<file path="src/rtl/id_pkg.sv">
// Shared constants for the ID-stage register scoreboard: default pipeline depth,
// forwarding-select encoding and result-latency codes.
package id_pkg;

  localparam int STAGES_DEF = 3;

  // fwd_sel encoding: 0 reads the register file, k forwards from stage k.
  localparam int SEL_RF    = 0;
  localparam int SEL_EXMEM = 1;
  localparam int SEL_MEMWB = 2;

  localparam int LAT_ALU  = 0;
  localparam int LAT_LOAD = 1;

endpackage

</file>
<file path="src/rtl/sb_entry.sv">
// One scoreboard entry: tracks whether a register has an in-flight writer, how far
// down the pipe that writer is (age) and from which age its result can be forwarded.
module sb_entry #(
  parameter int STAGES = 3,
  parameter int SW     = 2
) (
  input  logic          clk,
  input  logic          reset_b,
  input  logic          i_commit,
  input  logic [SW-1:0] i_lat,
  input  logic          i_ex_flush,
  output logic          o_busy,
  output logic [SW-1:0] o_age,
  output logic [SW-1:0] o_ready
);

  localparam logic [SW-1:0] LAST_AGE = SW'(STAGES - 1);

  logic          r_busy;
  logic [SW-1:0] r_age;
  logic [SW-1:0] r_ready;

  // A new writer always reloads the entry, so it wins over retire, flush and advance.
  always_ff @(posedge clk) begin
    if (!reset_b) begin
      r_busy  <= 1'b0;
      r_age   <= '0;
      r_ready <= '0;
    end else if (i_commit) begin
      r_busy  <= 1'b1;
      r_age   <= '0;
      r_ready <= i_lat;
    end else if (r_busy) begin
      if ((i_ex_flush && (r_age == '0)) || (r_age == LAST_AGE)) begin
        r_busy  <= 1'b0;
        r_age   <= '0;
        r_ready <= '0;
      end else begin
        r_age <= r_age + 1'b1;
      end
    end
  end

  assign o_busy  = r_busy;
  assign o_age   = r_age;
  assign o_ready = r_ready;

endmodule

</file>
<file path="src/rtl/id_scoreboard.sv">
// ID-stage register scoreboard: detects RAW hazards on the read ports, chooses the
// forwarding source per port and records new writers as they leave ID.
module id_scoreboard
  import id_pkg::*;
#(
  parameter int  NUM_REGS = 32,
  parameter int  NUM_RD   = 2,
  parameter int  STAGES   = STAGES_DEF,
  localparam int AW       = $clog2(NUM_REGS),
  localparam int SW       = $clog2(STAGES + 1)
) (
  input  logic                 clk,
  input  logic                 reset_b,
  input  logic [NUM_RD-1:0]    rd_en,
  input  logic [NUM_RD*AW-1:0] rd_addr,
  input  logic                 issue_valid,
  input  logic [AW-1:0]        issue_rd,
  input  logic [SW-1:0]        issue_lat,
  input  logic                 id_flush,
  input  logic                 ex_flush,
  output logic                 stall,
  output logic [NUM_RD*SW-1:0] fwd_sel,
  output logic [NUM_REGS-1:0]  busy_vec
);

  localparam logic [SW-1:0] LAST_AGE = SW'(STAGES - 1);

  logic [NUM_REGS-1:0] w_busy;
  logic [SW-1:0]       w_age   [NUM_REGS];
  logic [SW-1:0]       w_ready [NUM_REGS];
  logic [SW-1:0]       w_lat;
  logic                w_issue_ok;
  logic [AW-1:0]       w_addr;

  // Register 0 never has a writer in flight.
  assign w_busy[0]  = 1'b0;
  assign w_age[0]   = '0;
  assign w_ready[0] = '0;

  assign w_lat      = (issue_lat > LAST_AGE) ? LAST_AGE : issue_lat;
  assign w_issue_ok = issue_valid && !stall && !id_flush && (issue_rd != '0);

  for (genvar i = 1; i < NUM_REGS; i++) begin : g_entry
    sb_entry #(
      .STAGES (STAGES),
      .SW     (SW)
    ) u_entry (
      .clk        (clk),
      .reset_b    (reset_b),
      .i_commit   (w_issue_ok && (issue_rd == AW'(i))),
      .i_lat      (w_lat),
      .i_ex_flush (ex_flush),
      .o_busy     (w_busy[i]),
      .o_age      (w_age[i]),
      .o_ready    (w_ready[i])
    );
  end

  // Stall depends only on read ports and entry state, never on issue_*.
  always_comb begin
    stall   = 1'b0;
    fwd_sel = '0;
    w_addr  = '0;
    for (int p = 0; p < NUM_RD; p++) begin
      w_addr = rd_addr[p*AW +: AW];
      if (rd_en[p] && (w_addr != '0) && w_busy[w_addr]) begin
        if (w_age[w_addr] < w_ready[w_addr]) begin
          stall = 1'b1;
        end else begin
          fwd_sel[p*SW +: SW] = w_age[w_addr] + SW'(SEL_EXMEM);
        end
      end
    end
  end

  assign busy_vec = w_busy;

endmodule
</file>
<file path="config.mk">
export PLATFORM = sky130hd
export DESIGN_NAME = id_scoreboard
export DESIGN_NICKNAME = d
export VERILOG_FILES = /design/src/rtl/id_pkg.sv /design/src/rtl/sb_entry.sv /design/src/rtl/id_scoreboard.sv
export SDC_FILE = /design/constraint.sdc
export NUM_CORES = 1
export LEC_CHECK = 0
export CORE_MARGIN = 1.5
export CORE_UTILIZATION = 55
export DETAILED_ROUTE_END_ITERATION = 12
export GPL_TIMING_DRIVEN = 0
export PLACE_DENSITY = 0.87
export SLEW_MARGIN = 20
export SYNTH_ARGS = -nofsm -noshare
export SYNTH_HDL_FRONTEND = slang
export SYNTH_SLANG_ARGS = --single-unit
export TNS_END_PERCENT = 1
</file>
<file path="constraint.sdc">
create_clock -name clk -period 5.5 [get_ports clk]
set_input_delay 1.1 -clock clk [delete_from_list [all_inputs] [get_ports clk]]
set_output_delay 1.1 -clock clk [all_outputs]
set_load 0.02 [all_outputs]
</file>
; Word-level counts from Yosys, hierarchy flattened
; Index checks and enable logic that the tools add are counted.
[word_totals]
reg_bits = 155
latchBits = 0
ram_bits = 0
rom_bits = 0
in_bits = 24
output_inout_bits = 37
n_memories = 0
[classes]
add_sub_neg = 33
mul = 0
n_div = 0
n_lt_le_gt_ge = 7
eq_ne = 62
shift = 0
mux = 242
bitwise = 3
n_reduce_logical = 260
[ops]
columns = operator, n
row1 = 2-bit 2-to-1 mux, 137
row2 = 2-bit nonzero test, 62
row3 = 1-bit 2-to-1 mux, 99
row4 = 5-bit equality test (second input constant), 16
row5 = 1-bit logical AND, 69
row6 = 2-bit by 1-bit adder with 2-bit output (second input constant), 33
row7 = 2-bit equality test (second input constant), 31
row8 = 2-bit logical NOT, 31
row9 = 2-bit AND reduction, 31
row10 = 2-bit OR reduction, 31
row11 = 2-bit binary-select mux with 5-bit select, 4
row12 = 5-bit by 4-bit equality test with 1-bit output (second input constant), 8
row13 = 1-bit logical OR, 31
row14 = 5-bit by 3-bit equality test with 1-bit output (second input constant), 4
row15 = 5-bit nonzero test, 3
row16 = 6-bit greater-or-equal comparator (second input constant), 2
row17 = 5-bit by 6-bit less-than comparator with 1-bit output (second input constant), 2
row18 = 5-bit NOT with 6-bit output, 2
row19 = 1-bit binary-select mux with 5-bit select, 2
row20 = 5-bit by 2-bit equality test with 1-bit output (second input constant), 2
row21 = 5-bit by 1-bit equality test with 1-bit output (second input constant), 1
row22 = 2-bit less-than comparator, 2
row23 = 2-bit greater-than comparator (second input constant), 1
row24 = 1-bit logical NOT, 2
row25 = 1-bit NOT, 1

; Longest topological paths before layout
[depth]
ltp_word = 16
mapped_depth = 16
depth_no_buf = 11

; Cells and area by module
; From an unflattened synthesis, not the netlist that was laid out.
[hier_totals]
cells_unflattened = 929
area_unflattened_um2 = 9833.2
[modules_own_cells]
columns = mod, instances, cells_each, area_per_inst_um2, seq_area_each_um2
row1 = sb_entry, 31, 20, 214.0, 100.1
row2 = id_scoreboard, 1, 309, 3200.6, 0.0

; Least setup slack after synthesis
; Ideal clock, no wire load.
[synth_timing]
kind = input to output
start = input port rd_addr[5]
end = output port stall
t_arrival_ps = 4869
required_time_ps = 4400
slack_ps = -469
path_stages = 15
path_buffers = 7
cell_sequence = buf_6 > buf_4 > buf_4 > buf_2 > buf_1 > mux4_2 > mux4_2 > mux2_2 > ha_1 > o21ai_0 > a211oi_2 > nor4bb_4 > buf_6 > buf_6 > or2_1
[synth_between]
elab_chain_cells = 7
[synth_lines]
columns = element, line
row1 = "start, declared", id_scoreboard.sv:15  ; input logic [NUM_RD*AW-1:0] rd_addr,
row2 = 5-bit NOT with 6-bit output (implied by the code), id_scoreboard.sv:67  ; if (w_age[w_addr] < w_ready[w_addr]) begin
row3 = 2-bit binary-select mux with 5-bit select, id_scoreboard.sv:67
row4 = 2-bit 2-to-1 mux (implied by the code) (2 in series), id_scoreboard.sv:67
row5 = 2-bit less-than comparator, id_scoreboard.sv:67
row6 = 1-bit 2-to-1 mux, id_scoreboard.sv:67
row7 = 1-bit 2-to-1 mux (*), id_scoreboard.sv:66  ; if (rd_en[p] && (w_addr != '0) && w_busy[w_addr]) begin
row8 = "end, declared", id_scoreboard.sv:21  ; output logic stall,
; Every way passes the cells marked *; elsewhere a longest branch is shown, timed or not. The select of a mux whose other input is x is not followed.

; Worst setup path after layout
[layout_timing]
start = input port rd_addr[0]
end = output port stall
[layout_between]
elab_chain_cells = 9
[layout_lines]
columns = element, line
row1 = 5-bit NOT with 6-bit output (implied by the code), id_scoreboard.sv:67
row2 = 2-bit binary-select mux with 5-bit select, id_scoreboard.sv:67
row3 = 2-bit 2-to-1 mux (implied by the code) (2 in series), id_scoreboard.sv:67
row4 = 2-bit less-than comparator, id_scoreboard.sv:67
row5 = 1-bit 2-to-1 mux, id_scoreboard.sv:67
row6 = 1-bit 2-to-1 mux (*), id_scoreboard.sv:66
row7 = 1-bit 2-to-1 mux, id_scoreboard.sv:67
row8 = 1-bit 2-to-1 mux (*), id_scoreboard.sv:66
; Marks and branches as above.

==> results.yml <==
synth:
  synth-simple-area-share_pct: 21.37
  yosysTopAreaCellShare_pct: 30.93
  synthMuxAreaShare_pct: 32.01
  netlist_instances: 1001
  seq_area_frac_synth_pct: 30.93
  synth.distinct_cells: 63
  synth_area_sq_mm: 0.01003
  synth_area_leaders: "dfxtp_1 (31%), mux4_2 (16%), mux2i_1 (9.8%), mux2_2 (5.9%), nor4_4 (5.7%)"
  synth_top_family_by_area: "multiplexers"
  ys_warn_count: 0
  ys_ff_latch: 155
  async_flop_share_pct: 0
  synth-adder-area-share_pct: 0.2495
  syn_nets: 1027
  synth-compound-area-share_pct: 8.183
  syn_avg_cell_area_sq_um: 10.02
  synth-edff-count: 0
  synth_top_cell_by_area: "dfxtp_1"
  synth-main-ff-cell: "dfxtp_1"
  synth_xor_area_share_pct: 0.1746
cells_and_area:
  postLayoutCellArea_sq_mm: 0.01191
  final_common_cell: "dfxtp_1"
  syn2layout_area_growth_pct: 18.77
  antenna_cells: 0
  final_cell_mix: "dfxtp_1 (155), nand2_1 (117), mux2i_1 (97)"
  final_util_pct: 66.55
  final_layout_size_suffix_gt1_share_pct: 25.97
  nets: 1119
clocking:
  ctsHoldBuffers: 0
  cts_buffers: 17
  path_clk_slew_ns: 0.06
  cts.htree.levels: 4
  max-clock-path-buffers: 2
  tritoncts: "done"
  clock_sinks: 155
  cts-root-buf: "clkbuf_16"
  clock_latency_ns: 0.43
sta:
  rsz0062_at_grt: "false"
  final_hold_viol_count: 0
  min_period_ns: 5.457
  fmax_mhz: 183.2
  final-setup-viol-count: 0
  finalMaxSlewViolations: 0
  setup_tns_ns: 0
  tightest_slew_ns: 1.033
  min_period_over_period_pct: 99.23
  final.setup.worst_slack_ns: 0.04260
  max_slew_margin_pct: 31.11
  clock_skew_ns: 0.007246
place:
  postPlaceCellArea_sq_mm: 0.01095
  post-place-ws_ns: -1.886
  port_buffers: 51
  hpwl_microns: 24820
  gp_congestion: 1.037
route:
  wl_microns: 34940
  vias_per_cell: 6.786
  first_pass_iters: 9
  vias: 9053
  avgRoutedWirePerCell_microns: 26.19
  drtIter0Drc: 1291
  postRouteAntennaNets: 0
  post-route-drc-count: 0
worst_setup_path:
  crit_required_ns: 4.40
  path_class: "input pin to primary output"
  reg2reg_from: "g_entry[14].u_entry.o_age[1]"
  cp_num_buf_inv: 9
  critPathMaxStageDelay_ns: 0.50
  critPathTopFamily: "buffers and inverters"
  cp_common_cell: "buf_12"
  startpoint: "rd_addr[0]"
  reg2reg_depth: 13
  cp-start-kind: "input pin"
  cp_cell_sequence: "buf_12, buf_12, buf_12, buf_12, buf_12, buf_4, mux4_2, mux4_2, mux2i_1, ha_4, inv_2, a2111oi_4, nor4b_4, buf_6, or2_4, buf_4"
  crit_fanout: 11
  arrival_ns: 4.36
  crit_cells: 16
  cpMaxStageDelayCell: "mux4_2"
  critPathCaptureType: "primary output"
power_and_ir_drop:
  ir_drop_uv: 228.1
  power.total_mw: 2.649
  p_leak_nw: 4.282
  powerDensity_mw_per_mm2: 222.4
floorplan:
  die_x_microns: 138.0
  core_area_sq_mm: 0.01790
  ios: 61
  num_rows: 49
  dieArea_sq_mm: 0.01906
  die_h_microns: 138.0
  initial_core_util_pct: 56.03
global_route:
  grt_max_degree: 20
  grt-ovfl-total: 0
  grt_pass1_vias: 8669
  track_usage_pct: 36.35
  grt_first_pass_wirelength_microns: 52160
  antenna_found_initial: 0
outcome:
  run_status: "finished clean"
min_path:
  hp-start: "g_entry[3].u_entry.o_ready[1]"
  min_path_cells: 2
  worstHoldPathType: "register to register"
job:
  drv_cap: 0
-- through the flow --
step | instances | hold slack (ns)
2_1_floorplan | 1001 | 0.4413
3_3_place_gp | 1281 | 0.4503
3_5_place_dp | 1281 | 0.4693
4_1_cts | 1330 | 0.4778
5_1_grt | 1334 | 0.4926
6_report | 1334 | 0.4809
-- cells in the mapped netlist (9+ instances only) --
cell type / n
nor2b_1: 15
o21a_1: 32
buf_4: 39
and3_1: 9
mux4_2: 70
nor4_4: 27
nand3b_1: 9
o21ai_0: 29
nor3_1: 63
a21oi_1: 38
mux2i_1: 98
dfxtp_1: 155
buf_2: 12
nand3_1: 14
nand2_1: 117
nand2b_1: 9
mux2_2: 53
nor2_1: 78
clkbuf_1: 32
inv_1: 27
-- registers in the layout, indices dropped and copies added, names as in the netlist --
signal and count:
g_entry.u_entry.o_ready 62, g_entry.u_entry.o_age 62, g_entry.u_entry.o_busy 31
-- cell families after synthesis --
kind of cell	Yosys count
simple gates	362
mux	226
flops	155
compound gates	127
buf+inv	126
fa+ha+maj	2
xor+xnor	2
other cells	1
-- report_power, final --
part	switching, mW	internal (mW)	leakage, nW
logic	0.189	0.115	2.74
registers	0.00542	1.13	1.25
clock network	0.484	0.730	0.296
total	0.679	1.97	4.28
-- path summary, 6_finish.rpt --
path,slack [ns],end
worst max-delay path,0.04,stall
worst min-delay path,0.48,g_entry[3].u_entry.o_ready[1]
worst max register to register,1.40,g_entry[2].u_entry.o_ready[1]
worst min register to register,0.48,g_entry[3].u_entry.o_ready[1]
-- metal layers --
metal	track usage [%]	vias up	wire length, microns	part of all wire [%]
met2	53.08	750	14640	42
met4	23.55	0	2431	7.0
li1	-	3825	-	-
met5	0	-	0	0
met3	12.30	217	5120	15
met1	46.01	4261	12750	36
-- worst reg2reg max path, delay by kind of cell, from the launching register on --
kind / cells / cell delay (ns)
DFF: 1 / 0.36
and+or+nand+nor: 2 / 0.74
AOI/OAI and AO/OA: 2 / 0.38
muxes: 4 / 1.61
adders and majority gates: 1 / 0.30
buffers and inverters: 4 / 0.63
-- final cells by class --
type / count / area, sq um
plain buffers: 87 / 763.2
clock buffers: 23 / 498.0
clock inverters: 8 / 107.6
fillers: 1350 / 5988
inverters: 28 / 105.1
multi-input cells: 720 / 6269
flip-flops and latches: 155 / 3103
well taps: 229 / 286.5
repair buffers: 84 / 782.0
-- timing repair --
action | in CTS | in global routing
setup endpoints to repair | 126 | 3
setup buffers | 30 | 4
gates resized for setup | 72 | 0
pin swaps | 4 | 2
Power figures use the tool's default switching activity.
